==> src/rtl/sbox_sched_if.sv <==
// Bundles the key-expansion port, the state SubBytes port and the four shared
// external S-box lanes of sbox_sched.
interface sbox_sched_if;
  logic         key_req;
  logic [31:0]  key_word;
  logic         key_ack;
  logic [31:0]  key_sub;
  logic         st_req;
  logic [127:0] st_data;
  logic         st_busy;
  logic         st_done;
  logic [127:0] st_sub;
  logic [31:0]  sb_in;
  logic [31:0]  sb_out;
  logic [1:0]   sb_own;

  modport slave (
    input  key_req, key_word, st_req, st_data, sb_out,
    output key_ack, key_sub, st_busy, st_done, st_sub, sb_in, sb_own
  );

  modport master (
    output key_req, key_word, st_req, st_data, sb_out,
    input  key_ack, key_sub, st_busy, st_done, st_sub, sb_in, sb_own
  );
endinterface

==> src/rtl/sbox_sched.sv <==
// Time-shares four external combinational S-box lanes between single-word key
// SubWord requests (priority) and four-column AES state SubBytes operations.
module sbox_sched (
  input  logic        clk,
  input  logic        rst_n,
  sbox_sched_if.slave bus
);

  localparam logic [1:0] ST_IDLE = 2'd0;
  localparam logic [1:0] ST_RUN  = 2'd1;
  localparam logic [1:0] ST_DONE = 2'd2;

  localparam logic [1:0] OWN_NONE  = 2'b00;
  localparam logic [1:0] OWN_KEY   = 2'b01;
  localparam logic [1:0] OWN_STATE = 2'b10;

  logic [1:0]   state_q, state_d;
  logic [1:0]   col_q, col_d;
  logic [127:0] data_q, data_d;
  logic [127:0] st_sub_q, st_sub_d;
  logic [31:0]  key_sub_q, key_sub_d;
  logic         key_ack_q, key_ack_d;
  logic         key_gnt;
  logic [6:0]   col_base;
  logic [31:0]  sb_in;
  logic [1:0]   sb_own;

  // A request is never granted in its own ack cycle; gating with rst_n keeps the lanes idle in reset.
  assign key_gnt  = rst_n & bus.key_req & ~key_ack_q;
  assign col_base = {col_q, 5'd0};

  always_comb begin
    // NOTE: every signal written here gets a default first, so no path leaves one unassigned and no latch is inferred.
    state_d   = state_q;
    col_d     = col_q;
    data_d    = data_q;
    st_sub_d  = st_sub_q;
    key_sub_d = key_sub_q;
    key_ack_d = key_gnt;
    sb_in     = '0;
    sb_own    = OWN_NONE;

    if (key_gnt) begin
      sb_in     = bus.key_word;
      sb_own    = OWN_KEY;
      key_sub_d = bus.sb_out;
    end

    case (state_q)
      ST_IDLE: begin
        if (bus.st_req) begin
          data_d  = bus.st_data;
          col_d   = '0;
          state_d = ST_RUN;
        end
      end
      ST_RUN: begin
        if (!key_gnt) begin
          sb_in                   = data_q[col_base +: 32];
          sb_own                  = OWN_STATE;
          st_sub_d[col_base +: 32] = bus.sb_out;
          col_d                   = col_q + 2'd1;
          if (col_q == 2'd3) state_d = ST_DONE;
        end
      end
      ST_DONE: state_d = ST_IDLE;
      default: state_d = ST_IDLE;
    endcase
  end

  // NOTE: sequential state uses <= so every flop samples the pre-edge values of the others.
  always_ff @(posedge clk or negedge rst_n) begin
    if (!rst_n) begin
      state_q   <= ST_IDLE;
      col_q     <= '0;
      st_sub_q  <= '0;
      key_sub_q <= '0;
      key_ack_q <= 1'b0;
    end else begin
      state_q   <= state_d;
      col_q     <= col_d;
      st_sub_q  <= st_sub_d;
      key_sub_q <= key_sub_d;
      key_ack_q <= key_ack_d;
    end
  end

  // NOTE: the captured state is only read after a fresh capture, so this wide register carries no reset.
  always_ff @(posedge clk) begin
    data_q <= data_d;
  end

  assign bus.key_ack = key_ack_q;
  assign bus.key_sub = key_sub_q;
  assign bus.st_busy = (state_q == ST_RUN);
  assign bus.st_done = (state_q == ST_DONE);
  assign bus.st_sub  = st_sub_q;
  assign bus.sb_in   = sb_in;
  assign bus.sb_own  = sb_own;

endmodule
==> src/flat_wrapper.sv <==
// flat-port wrapper written by rule: the top's interface ports become plain ports
module sbox_sched_flat 
  (clk, rst_n, bus_key_req, bus_key_word, bus_st_req, bus_st_data, bus_sb_out, bus_key_ack, bus_key_sub, bus_st_busy, bus_st_done, bus_st_sub, bus_sb_in, bus_sb_own);
  sbox_sched_if bus_i ();
  input  logic clk;
  input  logic rst_n;
  input wire logic [$bits(bus_i.key_req)-1:0] bus_key_req;
  input wire logic [$bits(bus_i.key_word)-1:0] bus_key_word;
  input wire logic [$bits(bus_i.st_req)-1:0] bus_st_req;
  input wire logic [$bits(bus_i.st_data)-1:0] bus_st_data;
  input wire logic [$bits(bus_i.sb_out)-1:0] bus_sb_out;
  output wire logic [$bits(bus_i.key_ack)-1:0] bus_key_ack;
  output wire logic [$bits(bus_i.key_sub)-1:0] bus_key_sub;
  output wire logic [$bits(bus_i.st_busy)-1:0] bus_st_busy;
  output wire logic [$bits(bus_i.st_done)-1:0] bus_st_done;
  output wire logic [$bits(bus_i.st_sub)-1:0] bus_st_sub;
  output wire logic [$bits(bus_i.sb_in)-1:0] bus_sb_in;
  output wire logic [$bits(bus_i.sb_own)-1:0] bus_sb_own;
  assign bus_i.key_req = bus_key_req;
  assign bus_i.key_word = bus_key_word;
  assign bus_i.st_req = bus_st_req;
  assign bus_i.st_data = bus_st_data;
  assign bus_i.sb_out = bus_sb_out;
  assign bus_key_ack = bus_i.key_ack;
  assign bus_key_sub = bus_i.key_sub;
  assign bus_st_busy = bus_i.st_busy;
  assign bus_st_done = bus_i.st_done;
  assign bus_st_sub = bus_i.st_sub;
  assign bus_sb_in = bus_i.sb_in;
  assign bus_sb_own = bus_i.sb_own;
  sbox_sched u_core (.clk(clk), .rst_n(rst_n), .bus(bus_i));
endmodule
==> config.mk <==
export PLATFORM = sky130hd
export DESIGN_NAME = sbox_sched_flat
export DESIGN_NICKNAME = d
export VERILOG_FILES = /design/src/rtl/sbox_sched_if.sv /design/src/rtl/sbox_sched.sv /design/src/flat_wrapper.sv
export SDC_FILE = /design/constraint.sdc
export NUM_CORES = 1
export LEC_CHECK = 0
export CAP_MARGIN = 20
export CORE_MARGIN = 2
export CORE_UTILIZATION = 56
export DETAILED_ROUTE_END_ITERATION = 10
export DONT_BUFFER_PORTS = 1
export HOLD_SLACK_MARGIN = 0.02
export PLACE_DENSITY = 0.82
export REMOVE_ABC_BUFFERS = 1
export SLEW_MARGIN = 40
export SYNTH_ARGS = -nofsm -noshare
export SYNTH_HDL_FRONTEND = slang
export SYNTH_SLANG_ARGS = --single-unit
==> constraint.sdc <==
create_clock -name clk -period 11.7 [get_ports clk]
set_input_delay 2.34 -clock clk [delete_from_list [all_inputs] [get_ports clk]]
set_output_delay 2.34 -clock clk [all_outputs]
set_load 0.02 [all_outputs]
# After elaboration in Yosys (flattened, before gate mapping)

Cells that the tools add are included.

Flip-flop bits (word level): 293
Input bits: 196
Logic and storage cells: 41

$add $sub $neg: 2
Equality and inequality tests: 6
Shift operators: 3
Muxes and demuxes: 14
Bitwise gates (word level): 4
Reduce and logical (&&, ||, !) cells: 6

Operators by type and width:

| operator                                                | number |
|---|---|
| bitwise mux 128 bit                                     | 1 |
| variable shift 32 x 9 -> 128 bit (first input constant) | 1 |
| indexed part select 128 x 8 -> 32 bit                   | 1 |
| indexed part select 32 x 9 -> 128 bit                   | 1 |
| 2-to-1 mux 32 bit                                       | 3 |
| 2-to-1 mux 2 bit                                        | 7 |
| negation 7 -> 9 bit                                     | 1 |
| one-hot mux 2 bit (2 select lines)                      | 2 |
| AND reduction 3 bit                                     | 2 |
| == test 2 bit (second input constant)                   | 2 |
| inequality test 2 bit (second input constant)           | 2 |
| AND reduction 2 bit                                     | 2 |
| adder 2 x 1 -> 2 bit (second input constant)            | 1 |
| bitwise AND 1 bit                                       | 2 |
| == test 2 x 1 -> 1 bit (second input constant)          | 1 |
| logical NOT 2 bit                                       | 1 |
| inequality test 2 x 1 -> 1 bit (second input constant)  | 1 |
| inverter 1 bit                                          | 2 |
| nonzero test 2 bit                                      | 1 |
| 2-to-1 mux 1 bit                                        | 1 |

# Longest topological paths before layout

Gate-level depths: netlist (run 1).

Depth after elaboration: 5
Depth in mapped cells: 9
Gate-level depth less buffers: 5

# Worst setup path before layout (run 1)

Ideal clock, no wire load.

Kind: in2reg
Start point: input bus_st_req
End point: register u_core.state_q[0]
Arrival: 12.514 ns
Setup slack: -0.935 ns
Stages: 2
Path buffers: 0
Cell sequence: nor3b_1 or2_2

Word-level cells in the longest chain between the ends: 2

Ends and longest elaborated chain:

| what                                   | line              | RTL |
|---|---|---|
| from (decl)                            | flat_wrapper.sv:9 | `input wire logic [$bits(bus_i.st_req)-1:0] bus_st_req;` |
| inequality test 2 bit (no source line) | --                |  |
| AND reduction 3 bit (no source line)   | --                |  |
| to (signal assigned)                   | sbox_sched.sv:80  | `state_q <= state_d;` |
| to (decl)                              | sbox_sched.sv:17  | `logic [1:0] state_q, state_d;` |

Every way passes these cells.
A chain may end at the register's enable or synchronous reset.

# Worst setup path after layout (run 1)

Start point: input rst_n
End point: output bus_sb_in[1]

Word-level cells in the longest chain between the ends: 5

Ends and longest elaborated chain:

| what                               | line               | RTL |
|---|---|---|
| from (decl)                        | flat_wrapper.sv:6  | `input logic rst_n;` |
| bitwise AND 1 bit (*) (2 in a row) | sbox_sched.sv:29   | `assign key_gnt = rst_n & bus.key_req & ~key_ack_q;` |
| 2-to-1 mux 32 bit                  | sbox_sched.sv:43   | `if (key_gnt) begin` |
| 2-to-1 mux 32 bit                  | sbox_sched.sv:58   | `if (!key_gnt) begin` |
| 2-to-1 mux 32 bit (*)              | sbox_sched.sv:49   | `case (state_q)` |
| to (decl)                          | flat_wrapper.sv:17 | `output wire logic [$bits(bus_i.sb_in)-1:0] bus_sb_in;` |

Mark *: on every way between the ends. The rest lies on a longest branch, timed or not.

==> reports/qor.yml, run 1 <==
clock_tree:
  htreeDepth: 1
  ctsLongestPathBuffers: 3
  ctsHoldBuffers: 0
  cts_resized: 0
  clock_latency_ns: 0.54
  post_cts_buffers: 0
  clkSlewWorstSetupHoldPaths_ns: 0.06
  root_buffer: "clkbuf_16"
  cts_tree: "yes"
  numCtsBuffers: 28
  cts_num_sinks: 293
placed_design:
  numPortBuffers: 0
  placedCellCount: 1161
  hpwl_mm: 19.3
  place.gp.congestion: 0.839
status:
  status: "complete, no violations"
power_and_ir_drop:
  swShare: 0.384
  intPower_mw: 2.31
  p_seq_frac: 0.485
  power_density_nw_per_um2: 281
  p_sw_mw: 1.44
  p_total_mw: 3.74
  combinationalPowerShare: 0.274
  clkPwrFrac: 0.241
  vdd_drop_max_uv: 227
  power.leakage_nw: 5.27
die:
  rows: 54
  fp.dieH_um: 152
  dieArea_um2: 23000
  core_area_um2: 21600
  io_pins: 393
  die_x_um: 152
  initial_core_util: 0.565
final_layout:
  layout.area.seq_um2: 7970
  nets: 1114
  multi_input_area_um2: 3440
  drive_above_1_share: 0.105
  layout_commonest_cell: "nand2_1"
  instances_no_fill: 1215
  syn_to_final_growth_pct: 8.93
  mostFrequentLayoutCells: "nand2_1 (224), dfrtp_1 (164), inv_1 (131), mux2i_1 (128), edfxtp_1 (128)"
  nFillCells: 1543
grt:
  grt_pass1_vias: 7342
  grt_pass1_wl_mm: 42.4
  grtUsageMet2: 0.443
  met1_usage: 0.280
  grt.busiest_layer: "met2"
  track_usage: 0.249
  grt_max_degree: 167
  grt_antenna_before_repair: 5
  grt_use_met3: 0.0946
  gr-total-overflow: 0
detailed_routing:
  drc_errors: 0
  ant_nets: 0
  vias: 7032
  drt_iter0_markers: 343
  drt-total-wl_mm: 29.5
  via_per_inst: 5.79
  wl_per_cell_um: 24.3
  firstDrtPassIters: 4
flow_run:
  maxCapViolCount: 0
synthesis:
  avgSynthCellArea_um2: 13.3
  synth_largest_area_cell: "dfrtp_1"
  synth_area_um2: 12200
  ys_top_cells_by_area: "dfrtp_1 (34%), edfxtp_1 (31%), mux2i_1 (10%)"
  yosysWarnings: 0
  ys_ff_latch: 293
  synthDistinctLibCells: 29
  ys_seq_area_frac: 0.652
  yosysTopAreaCellShare: 0.338
  synth_cells: 920
setup_path:
  critPathRequiredTime_ns: 9.36
  worstRegToRegCells: 7
  critPathKind: "input port to primary output"
  worst-path-max-fanout: 166
  cp-end-kind: "primary output"
  cp_data_arrival_time_ns: 4.64
  start_kind: "input port"
timing:
  hold_viol: 0
  fin_crit_sh: 0.596
  slew_headroom: 0.453
  fmax_ghz: 0.143
  skew_ns: 0.00869
  setup_violations: 0
  slew_violations: 0
  worstMarginPinSlew_ns: 0.817
  grt_setup_unrepaired: "no"
  period_needed_ns: 6.98
  timing.hold.ws_ns: 0.630
worst_hold_path:
  worstHoldPathCells: 2
  worstHoldPathType: "flip-flop to flip-flop"
state kept, by name, indices dropped and copies added, names as in the netlist:
signal / count
u_core.state_q: 2
u_core.col_q: 2
u_core.bus.key_sub: 32
u_core.bus.key_ack: 1
u_core.bus.st_sub: 128
u_core.data_q: 128
through the flow:
stage	setup TNS [ns]	setup slack [ns]	utilization	cell area [um^2]
2_1_floorplan	-103.50	-0.935	-	11900
3_3_place_gp	0	4.81	0.570	12300
3_5_place_dp	0	5.01	0.572	12400
4_1_cts	0	4.97	0.615	13300
5_1_grt	0	4.82	0.616	13300
6_report	0	4.72	0.616	13300
logic make-up after synthesis:
group | Yosys count | synth area share
adder cells (fa/ha/maj) | 6 | 0.00614
buffers and inverters | 183 | 0.0701
AO/OA/AOI/OAI | 37 | 0.0258
flip-flops | 293 | 0.652
multiplexers | 160 | 0.164
AND/OR/NAND/NOR | 241 | 0.0821
Yosys cell counts, drive strengths merged:
cell and instances:
mux4 32, inv 132, and3b 1, clkbuf 6
dfrtp 165, nand2 224, ha 6, a22o 32
nor2 1, nand3b 1, buf 45, a21o 1
mux2i 128, and3 5, a21oi 1, a211oi 1
nor4bb 1, nor3b 3, edfxtp 128, nor2b 1
nor4b 2, nand2b 1, o31ai 1, or2 1
o211ai 1
per-layer routing:
| metal | wire length [um] | share of wire | vias to the layer above |
|---|---|---|---|
| li1 | - | - | 3045 |
| met1 | 9720 | 0.33 | 3546 |
| met2 | 15300 | 0.52 | 381 |
| met3 | 3680 | 0.12 | 56 |
| met4 | 772 | 0.026 | 4 |
| met5 | 24 | 0.00081 | - |
worst paths after layout:
check | end | slack (ns) | from
hold reg to reg | u_core.bus.st_sub[77] | 0.63 | u_core.bus.st_sub[77]
max in group asynchronous | u_core.col_q[0] | 9.88 | rst_n
setup reg to reg | u_core.bus.st_sub[83] | 8.67 | u_core.col_q[1]
hold / removal | u_core.bus.st_sub[77] | 0.63 | u_core.bus.st_sub[77]
min in group asynchronous | u_core.bus.st_sub[75] | 1.49 | rst_n
setup / recovery | bus_sb_in[1] | 4.72 | rst_n
worst max-delay path: stages:
cell,delay (ns)
nand3b_1,0.20
buf_4,0.44
inv_2,0.40
nor2_4,0.52
buf_16,0.24
a22o_1,0.30
area by class of cell:
cell class              count  area share
well taps                 280      0.0263
flip-flops and latches    293       0.599
diodes                      3    0.000564
clock inverters             9     0.00695
repair buffers             13      0.0101
multi-input cells         444       0.259
inverters                 132      0.0372
clock buffers              41      0.0616
power groups by stage:
stage          logic (mW)  registers, mW  clock network (mW)
2_1_floorplan       0.735           1.83                   0
3_3_place_gp        0.960           1.82                   0
3_5_place_dp         1.01           1.83                   0
4_1_cts              1.03           1.82               0.912
5_1_grt              1.11           1.85               0.954
6_report             1.02           1.82               0.903
(Power assumes the default switching activity.)
==> run 2: changes to the inputs <==
Settings changed: PLACE_DENSITY 0.82 to 0.85.
Clock period 11.7 ns to 6.3 ns, I/O delays scaled along.
==> run 2 against run 1 <==
  * Sequential share of layout area fell by 0.20 points
  * Sequential power increased by 86%
  * Die area did not move
  * First-iteration DRC count grew 28%
  * Critical endpoint is now bus_sb_in[29]
==> reports/qor.yml, run 2 (synthesis gave the netlist of run 1 again) <==
setup_path:
  cpLargestDelayFamily: "simple AND/OR/NAND/NOR gates"
  slowest_stage: "nor2_4"
  cp-end-kind: "primary output"
  critPathKind: "input port to primary output"
  critPathRequiredTime_ns: 5.04
  start_kind: "input port"
  crit_buf_inv: 2
  critical_path_cell_count: 5
  worst-path-max-fanout: 166
  worstRegToRegCells: 7
  crit_chain: "nand3b_1 -> clkinv_2 -> nor2_4 -> buf_16 -> a22o_1"
  cp_data_arrival_time_ns: 3.53
  cpPeakStageDelay_ns: 0.70
die:
  fp.dieH_um: 152
  io_pins: 393
  die_x_um: 152
  dieArea_um2: 23000
  rows: 54
  initial_core_util: 0.565
  core_area_um2: 21600
detailed_routing:
  drc_errors: 0
  vias: 7013
  firstDrtPassIters: 6
  via_per_inst: 5.75
  ant_nets: 0
  wl_per_cell_um: 24.5
  drt-total-wl_mm: 29.8
  drt_iter0_markers: 439
placed_design:
  hpwl_mm: 19.9
  place.gp.congestion: 0.828
  numPortBuffers: 0
  pre_cts_ws_ns: 2.16
timing:
  grt_setup_unrepaired: "no"
  fin_ws_ns: 1.51
  slew_headroom: 0.483
  fmax_ghz: 0.209
  slew_violations: 0
  skew_ns: 0.0173
  worstMarginPinSlew_ns: 0.775
  fin_crit_sh: 0.761
  hold_viol: 0
  period_needed_ns: 4.79
  setup_violations: 0
  tns_ns: 0
clock_tree:
  cts_resized: 0
  htreeDepth: 1
  post_cts_buffers: 0
  clkSlewWorstSetupHoldPaths_ns: 0.07
  cts_tree: "yes"
  numCtsBuffers: 29
  clock_latency_ns: 0.55
  ctsHoldBuffers: 0
  cts_num_sinks: 293
  root_buffer: "clkbuf_16"
  ctsLongestPathBuffers: 3
final_layout:
  drive_above_1_share: 0.114
  syn_to_final_growth_pct: 9.29
  layout_commonest_cell: "nand2_1"
  mostFrequentLayoutCells: "nand2_1 (224), dfrtp_1 (164), inv_1 (131), mux2i_1 (128), edfxtp_1 (128)"
  nets: 1115
flow_run:
  maxCapViolCount: 0
power_and_ir_drop:
  p_total_mw: 6.98
  power_density_nw_per_um2: 523
  power.leakage_nw: 5.29
  vdd_drop_max_uv: 326
status:
  status: "complete, no violations"
grt:
  gr-total-overflow: 0
  grt_pass1_wl_mm: 41.9
  grt_pass1_vias: 7098
  grt_max_degree: 167
  grt_antenna_before_repair: 4
  track_usage: 0.245
worst_hold_path:
  worstHoldPathType: "input port to asynchronous set/reset pin"
==> run 2: changes by cell type in the layout (fill, tap and decap cells not counted), sizes merged <==
cell / before / now
clkbuf: 41 / 37
clkinv: 6 / 9
clkinvlp: 1 / 6
==> run 2: worst reg2reg max path, cell delays in order, from the launching register on <==
cell     delay [ns]
dfrtp_2        0.34
buf_4          0.58
inv_1          0.26
ha_1           0.56
nor4b_4        0.64
buf_4          0.38
nand2_1        0.09
mux2i_1        0.15
==> run 2: path summary, 6_finish.rpt <==
path | start | to | slack, ns
max in group asynchronous | rst_n | u_core.bus.st_sub[42] | 5.58
max | rst_n | bus_sb_in[29] | 1.51
max reg2reg | u_core.col_q[0] | u_core.bus.st_sub[70] | 3.22
min in group clk | u_core.bus.key_sub[21] | u_core.bus.key_sub[21] | 0.62
min reg2reg | u_core.bus.key_sub[21] | u_core.bus.key_sub[21] | 0.62
min | rst_n | u_core.bus.st_sub[95] | 0.41
==> run 2: through the flow <==
step                      hold WS (ns)  cell area (um^2)  utilization  std cells
after floorplan                  0.589             11900            -        869
after global placement           0.603             12300        0.571       1160
after detailed placement         0.608             12400        0.573       1162
after CTS                        0.387             13400        0.618       1216
after global routing             0.384             13400        0.618       1219
final                            0.405             13400        0.618       1219
==> run 2: layer usage <==
| layer | GRT usage | part of all wire | wire, um | up-vias |
|---|---|---|---|---|
| li1 | - | - | - | 3052 |
| met1 | 0.283 | 0.34 | 10200 | 3509 |
| met5 | 0 | 0.00044 | 13 | - |
| met3 | 0.0814 | 0.12 | 3570 | 53 |
| met2 | 0.431 | 0.51 | 15300 | 397 |
| met4 | 0.0792 | 0.026 | 762 | 2 |
==> run 2: area by class of cell <==
class,count,area [um^2]
clock buffers,37,817
inverters,132,497
flip-flops and latches,293,7970
multi-input cells,444,3440
repair buffers,13,130
clock inverters,17,146
well taps,280,350
fillers,1545,8260
diodes,3,7.51
==> run 2: where the power goes <==
| group | switching [mW] | leakage, nW | internal, mW |
|---|---|---|---|
| Sequential | 0.814 | 3.40 | 2.57 |
| Combinational | 1.15 | 1.43 | 0.731 |
| Clock | 0.725 | 0.460 | 0.998 |
